--- src/rtl/hilo_ctrl.sv ---
// rtl/hilo_ctrl.sv - HI/LO register owner and multiply/divide unit sequencer.
// Optional feature macro: HILO_DIVZERO_TRAP_EN (suppress DIV commit on divide-by-zero, pulse div_exc).
module hilo_ctrl #(
  parameter int N_BITS      = 32,
  parameter int DIV_CYCLES  = 33,
  parameter int MULT_CYCLES = 33
) (
  input  logic              clk,
  input  logic              reset,
  input  logic              flush,
  input  logic              op_valid,
  input  logic [2:0]        op_code,
  input  logic [N_BITS-1:0] op_a,
  input  logic [N_BITS-1:0] op_b,
  output logic              op_ready,
  output logic              stall,
  output logic [N_BITS-1:0] rd_data,
  output logic              rd_valid,
  output logic [N_BITS-1:0] unit_a,
  output logic [N_BITS-1:0] unit_b,
  output logic              div_start,
  output logic              mult_start,
  input  logic [N_BITS-1:0] div_hi,
  input  logic [N_BITS-1:0] div_lo,
  input  logic [N_BITS-1:0] mult_hi,
  input  logic [N_BITS-1:0] mult_lo,
  input  logic              div_zero,
  output logic [N_BITS-1:0] hi,
  output logic [N_BITS-1:0] lo,
  output logic              div_exc
);

  localparam int MAX_CYCLES = (DIV_CYCLES > MULT_CYCLES) ? DIV_CYCLES : MULT_CYCLES;
  localparam int CNT_W      = $clog2(MAX_CYCLES + 1);
  localparam logic [CNT_W-1:0] DIV_LOAD  = CNT_W'(DIV_CYCLES - 1);
  localparam logic [CNT_W-1:0] MULT_LOAD = CNT_W'(MULT_CYCLES - 1);

  localparam logic [2:0] OP_MULT = 3'b000;
  localparam logic [2:0] OP_DIV  = 3'b001;
  localparam logic [2:0] OP_MTHI = 3'b010;
  localparam logic [2:0] OP_MTLO = 3'b011;
  localparam logic [2:0] OP_MFHI = 3'b100;
  localparam logic [2:0] OP_MFLO = 3'b101;

  typedef enum logic [1:0] {IDLE, START, WAIT, COMMIT} state_t;

  state_t           state_q, state_d;
  logic [CNT_W-1:0] cnt_q;
  logic             is_div_q;
  logic             accept;
  logic             commit_en;
  logic             div_trap;

  assign op_ready  = (state_q == IDLE) && !flush;
  assign stall     = op_valid && !op_ready;
  assign accept    = op_valid && op_ready;
  assign commit_en = (state_q == COMMIT) && !flush;

`ifdef HILO_DIVZERO_TRAP_EN
  assign div_trap = commit_en && is_div_q && div_zero;
`else
  logic unused_div_zero;
  assign unused_div_zero = div_zero;
  assign div_trap        = 1'b0;
`endif

  // Start is gated by flush so a cancelled op never launches the unit.
  assign div_start  = (state_q == START) && is_div_q && !flush;
  assign mult_start = (state_q == START) && !is_div_q && !flush;

  always_ff @(posedge clk or negedge reset) begin
    if (!reset) begin
      state_q <= IDLE;
    end else begin
      state_q <= state_d;
    end
  end

  always_comb begin
    state_d = state_q;
    case (state_q)
      IDLE: begin
        if (accept && (op_code == OP_MULT || op_code == OP_DIV)) state_d = START;
      end
      START:   state_d = flush ? IDLE : WAIT;
      WAIT: begin
        if (flush)              state_d = IDLE;
        else if (cnt_q == '0)   state_d = COMMIT;
      end
      COMMIT:  state_d = IDLE;
      default: state_d = IDLE;
    endcase
  end

  always_ff @(posedge clk or negedge reset) begin
    if (!reset) begin
      hi       <= '0;
      lo       <= '0;
      unit_a   <= '0;
      unit_b   <= '0;
      rd_data  <= '0;
      rd_valid <= 1'b0;
      div_exc  <= 1'b0;
      cnt_q    <= '0;
      is_div_q <= 1'b0;
    end else begin
      rd_valid <= 1'b0;
      div_exc  <= div_trap;
      if (accept) begin
        case (op_code)
          OP_MULT, OP_DIV: begin
            unit_a   <= op_a;
            unit_b   <= op_b;
            is_div_q <= op_code[0];
          end
          OP_MTHI: hi <= op_a;
          OP_MTLO: lo <= op_a;
          OP_MFHI: begin
            rd_data  <= hi;
            rd_valid <= 1'b1;
          end
          OP_MFLO: begin
            rd_data  <= lo;
            rd_valid <= 1'b1;
          end
          default: ;
        endcase
      end
      if (state_q == START) begin
        cnt_q <= is_div_q ? DIV_LOAD : MULT_LOAD;
      end else if (state_q == WAIT && cnt_q != '0) begin
        cnt_q <= cnt_q - CNT_W'(1);
      end
      if (commit_en && !div_trap) begin
        hi <= is_div_q ? div_hi : mult_hi;
        lo <= is_div_q ? div_lo : mult_lo;
      end
    end
  end

endmodule
--- config.mk ---
export PLATFORM = sky130hd
export DESIGN_NAME = hilo_ctrl
export DESIGN_NICKNAME = d
export VERILOG_FILES = /design/src/rtl/hilo_ctrl.sv
export SDC_FILE = /design/constraint.sdc
export NUM_CORES = 1
export LEC_CHECK = 0
export ABC_CLOCK_PERIOD_IN_PS = 2050
export CELL_PAD_IN_SITES_DETAIL_PLACEMENT = 1
export CELL_PAD_IN_SITES_GLOBAL_PLACEMENT = 2
export CORE_ASPECT_RATIO = 0.75
export CORE_MARGIN = 4
export CORE_UTILIZATION = 24
export DETAILED_ROUTE_END_ITERATION = 12
export GPL_ROUTABILITY_DRIVEN = 0
export PLACE_DENSITY = 0.81
export RECOVER_POWER = 50
export SYNTH_ARGS = -nofsm -noshare
export SYNTH_HDL_FRONTEND = slang
export SYNTH_SLANG_ARGS = --single-unit
--- constraint.sdc ---
create_clock -name clk -period 2.05 [get_ports clk]
set_input_delay 0.3075 -clock clk [delete_from_list [all_inputs] [get_ports clk]]
set_output_delay 0.3075 -clock clk [all_outputs]
set_load 0.01 [all_outputs]
* After elaboration in Yosys (flattened, before gate mapping)
Cells that the tools add are included.
** Word-level totals
- Memories kept :: 0
- Bits of input ports :: 200
- ROM bits :: 0
- Bits in registers :: 170
- Output and inout port bits :: 166
- Bits in latches :: 0
- Logic and storage cells :: 68
- RAM bits :: 0
** Operators by class
- Shift operators :: 0
- $mul :: 0
- Equality and inequality tests :: 10
- Div/mod/pow operators :: 0
- Order comparisons :: 0
- Bitwise gates (word level) :: 0
- Add/subtract/negate cells :: 1
- Multiplexer cells :: 18
- Reductions and logical operators :: 30
** Operators by type and width (count)
- $mux W32 :: 8
- $pmux W32 S2 :: 1
- $mux W6 :: 2
- $logic_and A1 B1 Y1 :: 10
- $reduce_and A2 Y1 :: 5
- $reduce_bool A2 Y1 :: 5
- $mux W2 :: 4
- $pmux W2 S4 :: 1
- $eq A3 B2 Y1 const B :: 2
- $eq A3 B3 Y1 const B :: 2
- $logic_not A6 Y1 :: 1
- $reduce_bool A6 Y1 :: 1
- $sub A6 B1 Y6 const B :: 1
- $eq A2 B2 Y1 const B :: 2
- $reduce_or A2 Y1 :: 2
- $eq A3 B1 Y1 const B :: 1
- $logic_not A1 Y1 :: 3
- $logic_not A3 Y1 :: 1
- $ne A3 B3 Y1 const B :: 1
- $eq A2 B1 Y1 const B :: 1
- $logic_not A2 Y1 :: 1
- $mux W1 :: 2
- $ne A2 B1 Y1 const B :: 1
- $logic_or A1 B1 Y1 :: 1

* Depth between registers and ports, before layout
Gate-level depths: netlist of the first run.
- Depth after elaboration :: 6
- Gate-level depth with buffers :: 7

* Least setup slack after synthesis of the first run
No wires, ideal clock.
- Kind :: register to register
- Start point :: register state_q[0]
- End point :: register rd_data[10]
- Arrival :: 2052 ps
- Slack :: -127 ps
- Cell stages (with the launch flop) :: 7
- Setup time :: 125 ps
- Cell sequence :: dfrtp_1 -> buf_2 -> or4b_4 -> buf_2 -> nor3b_4 -> buf_6 -> mux2_2
** On the way
- Cells in the longest elaborated chain, start to end :: 4
** Ends and longest elaborated chain
- start: declaration :: line 47 : state_t state_q, state_d;
- start signal: assignment :: line 75 : state_q <= state_d;
- $logic_not A2 Y1 :: line 54 : assign op_ready = (state_q == IDLE) && !flush;
- $logic_and A1 B1 Y1 :: line 54
- $logic_and A1 B1 Y1 :: line 56 : assign accept = op_valid && op_ready;
- $reduce_and A2 Y1 (no line)
- end signal: assignment :: line 119 : rd_data <= hi;
- end signal: assignment :: line 123 : rd_data <= lo;
- end: declaration :: line 17 : output logic [N_BITS-1:0] rd_data,
No other way between the ends.
A chain may end at the register's enable or synchronous reset.

* Final worst setup path of the first run
- Start point :: register state_q[1]
- End point :: register unit_a[0]
** On the way
- Cells in the longest elaborated chain, start to end :: 4
** Ends and longest elaborated chain
- $logic_not A2 Y1 :: line 54
- $logic_and A1 B1 Y1 :: line 54
- $logic_and A1 B1 Y1 :: line 56
- $reduce_and A2 Y1 (no line)
- end signal: assignment :: line 112 : unit_a <= op_a;
- end: declaration :: line 19 : output logic [N_BITS-1:0] unit_a,
No other way between the ends.

==> summary.txt, run 1 <==
Run status
  – Status: finished, violations left
  – Failing checks: negative setup slack

Pwr
  – Sw Share: 32.43%
  – P_int: between 9 and 10 mW
  – Clock power frac: a little under a quarter
  – Reg power frac: 37.4%
  – Pwr/cell area: 984.0 mW/mm^2
  – Pleak: around 5.8 nW
  – Sw power: 4.376 mW
  – Maximum VDD drop: approximately 0.00041 V
  – Combinational power share: 39.8%

Run
  – Max cap viols: 0

Timing
  – Final WS setup: -0.006555 ns
  – Hold Violations, Final: 0
  – Slew headroom: roughly two fifths
  – Final Critical Period: 2.057 ns
  – Crit share post-route: 100.3%
  – # setup viols final: 3
  – Max Fclk: 0.4863 GHz
  – Fin Setup TNS: -0.01316 ns
  – RSZ-0062 raised after global routing: yes
  – Clock skew: 0.009037 ns
  – Fin. max-slew vios: 0
  – Worst slew pin tran: just over 0.9 ns

Synth
  – Mapped Area: roughly 0.0086 sq mm
  – Mapped Cells: 724
  – Synth cell count leaders: dfrtp_1, mux2_2, o211ai_1
  – Post-synthesis sequential area ratio: 49.30%
  – #FFs+latches synth: 170
  – Synth cell types: 43
  – Synth async-reset ratio: between 90% and 100%
  – Top post-synthesis cells by area: dfrtp_1, mux2_2, mux2_4
  – Post-Syn Area per Cell: 11.92 sq um
  – EDFF count, synth: 0
  – Count leader, synth: dfrtp_1
  – Area leader, netlist: dfrtp_1
  – Warnings, synthesis: 0
  – Synth top area share: between 40 and 50%
  – Mapped Nets: between 900 and 1000
  – Ys flop type: dfrtp_1

Floorplan
  – Core Area: 0.03506 sq mm
  – Die Width: 226.9 microns
  – Initial Util: 24.61%
  – Die Y: 172.2 microns
  – Io pins: 366
  – Die area: 0.03908 sq mm
  – Num rows: 59

Detailed routing
  – Initial DRC Count: 305
  – Residual DRC: 0
  – Avg WL per Cell: 21.77 microns
  – Routed WL: between 30000 and 40000 microns
  – Detail Route Antenna Nets: 0
  – Via Count: about 7500
  – 1st-pass router iterations: 6
  – Vias per cell: 4.785

Placed design
  – DP Worst Slack: -0.3695 ns
  – Dpl cell area: 0.01307 sq mm
  – Placed cell count: 1523
  – Port buffer count: between 300 and 400
  – HPWL Detailed: 25150 microns

CTS
  – CTS tree: yes
  – Root buffer cell: clkbuf_16
  – Max Root-Sink Buffers: 2
  – Clock buffer count from CTS: 17
  – TritonCTS Sinks: 170
  – Clock-pin slew on the worst setup and hold paths: approximately 0.070 ns
  – H-tree levels: 4
  – Worst-skew pair later-pin latency: 0.43 ns

Cells and area
  – Fin cells: 1560
  – Multi-input combinational cell area: 0.004058 sq mm
  – Final Util: 39.11%
  – Area Growth Syn to Fin: 58.93%
  – FF+latch area: 0.004258 sq mm
  – Final layout net count: about 1300
  – Share of layout cells above drive strength 1: 20.51%
  – Fill count: 3812
  – Finished Cell Area: about 0.014 sq mm

Global routing
  – Total track usage: between 10% and 20%
  – Largest net degree at the start of global routing: 80
  – First-pass GRT wire length: 49760 microns
  – Grt ovf: 0
  – Initial antenna violation count: 1
  – Vias in the first global route: about 8000

Worst setup path
  – CP startpoint kind: flip-flop
  – Critical Path AT: 2.37 ns
  – Worst-path fanout max: 26
  – Critical Path RT: ~2.4 ns
  – Critical path class: reg2reg
  – Critical Path End Type: flip-flop

Min path
  – Hold crit path type: in2reg
==> critical path, stage by stage (launching register included) <==
cell     delay (ns)
dfrtp_1        0.41
or4b_4         0.59
or3_4          0.41
buf_12         0.20
mux2_4         0.31
==> layout make-up <==
| type | count | share of cell area, % |
|---|---|---|
| diodes | 1 | 0.01825 |
| clock buffers | 18 | 3.203 |
| clock inverters | 13 | 0.7026 |
| inverters | 16 | 0.4380 |
| multi-input cells | 469 | 29.59 |
| flip-flops and latches | 170 | 31.05 |
| well taps | 457 | 4.170 |
| repair buffers | 416 | 30.83 |
==> flip-flops by register name, indices dropped and copies added, names as in the netlist <==
register  cells
unit_b       32
hi           32
unit_a       32
is_div_q      1
cnt_q         6
rd_data      32
lo           32
state_q       2
rd_valid      1
==> power groups by stage <==
stage | registers, mW | clock network, mW | logic, mW
2_1_floorplan | 5.42 | 0 | 1.86
3_3_place_gp | 5.07 | 0 | 5.36
3_5_place_dp | 5.11 | 0 | 5.47
4_1_cts | 5.06 | 3.18 | 5.49
5_1_grt | 5.20 | 3.30 | 5.75
6_report | 5.04 | 3.08 | 5.37
==> worst paths after layout <==
path | startpoint | endpoint | slack, ns | cells after the start
worst max-delay path | state_q[1] | unit_a[0] | -0.007 | 4
worst min-delay path | op_b[22] | unit_b[22] | 0.49 | 2
worst max register to register | state_q[1] | unit_a[0] | -0.007 | 4
worst min register to register | unit_a[17] | unit_a[17] | 0.50 | 1
max in group asynchronous | reset | unit_a[6] | 0.37 | 3
min in group asynchronous | reset | unit_a[24] | 0.55 | 2
==> what timing repair did <==
| item | 4_1_cts | 5_1_grt |
|---|---|---|
| hold buffers | 1 | 0 |
| pin swaps | 0 | 1 |
| hold endpoints to repair | 29 | 0 |
| setup endpoints to repair | 8 | 72 |
| buffers inserted | 0 | 2 |
| resized for setup | 9 | 17 |
| gates cloned | 0 | 2 |
==> layer usage <==
layer	global-route usage [%]	vias up	routed length [microns]
li1	-	3429	-
met1	21.92	3758	15190
met2	27.55	249	15970
met3	4.532	28	2320
met4	3.839	0	482
met5	0	-	0
==> per-stage QoR <==
step	hold WS, ns	power, mW
floorplan	0.01191	7.286
global placement	0.2315	10.42
detailed placement	0.2309	10.58
CTS	0.3383	13.73
global route	0.4626	14.25
finish	0.4881	13.49
==> cell families (layout without fill, tap and decap cells) <==
kind of cell | Yosys count | in the layout | synth area share [%]
adder cells (fa/ha/maj) | 2 | 2 | 0.2900
multiplexers | 169 | 169 | 23.17
other | 1 | 2 | 0.04346
AND/OR/NAND/NOR | 92 | 92 | 6.656
flip-flops | 170 | 170 | 49.30
AO/OA/AOI/OAI | 205 | 205 | 16.04
buffers and inverters | 85 | 463 | 4.495
==> layout by cell type, fill, tap and decap left out, types with 39 or more instances in the layout <==
master,Yosys,final
a22oi_1,40,40
a31oi_1,41,41
clkdlybuf4s50_1,0,320
dfrtp_1,170,169
dlygate4sd3_1,0,39
mux2_2,90,78
mux2_4,39,51
mux2i_1,40,40
o211ai_1,74,74
o21ai_0,42,42
(Power assumes the default switching activity.)
==> run 2, diff against run 1 <==
==> constraint.sdc (replaced) <==
create_clock -name clk -period 2.05 [get_ports clk]
set_input_delay 0.41 -clock clk [delete_from_list [all_inputs] [get_ports clk]]
set_output_delay 0.41 -clock clk [all_outputs]
set_load 0.01 [all_outputs]
==> summary.txt, run 2 (same netlist as run 1, synthesis figures left out) <==
Run status
  – Status: finished clean

CTS
  – TritonCTS Sinks: 170
  – H-tree levels: 4
  – Clock-pin slew on the worst setup and hold paths: 0.07 ns
  – Worst-skew pair later-pin latency: between 0.4 and 0.5 ns
  – CTS tree: yes
  – Clock buffer count from CTS: 17
  – Root buffer cell: clkbuf_16
  – Max Root-Sink Buffers: 2

Pwr
  – Clock power frac: approximately a quarter
  – Reg power frac: between 30% and 40%
  – Sw Share: 30.96%
  – Pleak: 5.754 nW
  – Sw power: around 4.3 mW
  – Maximum VDD drop: 0.0004520 V
  – Overall Power: 14.05 mW
  – P_int: 9.699 mW
  – Combinational power share: 38.9%
  – Pwr/cell area: 1019 mW/mm^2

Placed design
  – Dpl cell area: 0.01309 sq mm
  – Port buffer count: 363
  – HPWL Detailed: 26310 microns

Cells and area
  – Fill count: 3772
  – Most common cell after layout, fill and taps aside: clkdlybuf4s50_1
  – Area Growth Syn to Fin: 59.77%
  – Final layout net count: around 1300
  – Multi-input combinational cell area: between 0.004 and 0.005 sq mm
  – Most frequent cells in the layout: clkdlybuf4s50_1, dfrtp_1, mux2_2
  – FF+latch area: between 0.004 and 0.005 sq mm
  – Finished Cell Area: about 0.014 sq mm
  – Share of layout cells above drive strength 1: 20.64%

Timing
  – Fin Hold WS: 0.5055 ns
  – Fin. max-slew vios: 0
  – Final Critical Period: 2.043 ns
  – RSZ-0062 raised after global routing: yes
  – Crit share post-route: 99.64%
  – # setup viols final: 0
  – Max Fclk: 0.4896 GHz
  – Hold Violations, Final: 0
  – Worst slew pin tran: 1.338 ns
  – Slew headroom: 10.80%
  – Clock skew: ~0.0096 ns

Global routing
  – Initial antenna violation count: 1
  – First-pass GRT wire length: 51690 microns
  – Total track usage: roughly 17%
  – Vias in the first global route: 8378
  – Largest net degree at the start of global routing: 55
  – Grt ovf: 0

Detailed routing
  – Routed WL: 35170 microns
  – Avg WL per Cell: 22.57 microns
  – Detail Route Antenna Nets: 0
  – Initial DRC Count: 400
  – Vias per cell: between 4 and 5
  – Via Count: ~7600
  – 1st-pass router iterations: 4
  – Residual DRC: 0

Worst setup path
  – Critical Path End Type: flip-flop
  – Critical Path AT: 2.37 ns
  – CP startpoint kind: flip-flop
  – Worst-path fanout max: 10
  – Critical Path RT: 2.38 ns
  – Critical path class: reg2reg

Floorplan
  – Io pins: 366
  – Die Width: 226.9 microns
  – Die area: 0.03908 sq mm
  – Num rows: 59
  – Die Y: 172.2 microns
  – Core Area: roughly 0.035 sq mm
  – Initial Util: between 20% and 30%

Min path
  – Hold crit path type: reg2reg

Run
  – Max cap viols: 0
==> run 2: routing by layer <==
layer | wire [microns] | GRT usage [%] | vias to the layer above
li1 | - | - | 3430
met1 | 15430 | 22.28 | 3857
met2 | 16840 | 29.22 | 250
met3 | 2254 | 4.922 | 35
met4 | 646 | 4.575 | 0
met5 | 0 | 0 | -
==> run 2: worst paths after layout <==
| check | startpoint | to | slack [ns] | depth (start not counted) |
|---|---|---|---|---|
| setup / recovery | state_q[1] | rd_data[11] | 0.007 | 5 |
| hold / removal | unit_a[27] | unit_a[27] | 0.51 | 1 |
| setup reg to reg | state_q[1] | rd_data[11] | 0.007 | 5 |
| hold reg to reg | unit_a[27] | unit_a[27] | 0.51 | 1 |
| max in group asynchronous | reset | is_div_q | 0.24 | 3 |
| min in group asynchronous | reset | unit_a[28] | 0.82 | 2 |
==> run 2: through the flow <==
| step | worst slack, ns | cells | util, % | TNS [ns] |
|---|---|---|---|---|
| CTS | 0.01029 | 1555 | 39.15 | 0 |
| finish | 0.007360 | 1558 | 39.31 | 0 |
| detailed placement | -0.4449 | 1523 | 37.32 | -56.55 |
| global placement | -0.4130 | 1523 | 37.32 | -51.64 |
| global route | -0.04401 | 1558 | 39.31 | -1.110 |
| floorplan | -0.08618 | 724 | - | -4.455 |
==> run 2: repair_timing <==
item,in CTS,in global routing
gates cloned,0,1
endpoints found under the hold margin,39,0
setup buffers,0,1
gates resized for setup,16,6
endpoints found under the setup margin,4,29
hold buffers,1,0
pin swaps,0,1
==> run 2: critical path, cell delays in order, from the launching register on <==
cell       delay, ns
dfrtp_1         0.41
or4b_4          0.57
nor3b_4         0.26
buf_12          0.16
clkbuf_16       0.18
mux2_2          0.34
==> run 2: final cells by class <==
cell class              count  share of cell area (%)
well taps                 457                   4.148
multi-input cells         469                   29.26
flip-flops and latches    170                   30.89
clock inverters            12                   1.243
clock buffers              19                   3.286
inverters                  16                  0.4357
diodes                      1                 0.01815
repair buffers            414                   30.72
==> run 2: power groups by stage <==
stage | sequential, mW | combinational (mW) | clock, mW
after floorplan | 5.42 | 1.86 | 0
after global placement | 5.08 | 5.39 | 0
after detailed placement | 5.13 | 5.51 | 0
after CTS | 5.09 | 5.53 | 3.63
after global routing | 5.23 | 5.83 | 3.75
final | 5.08 | 5.46 | 3.51
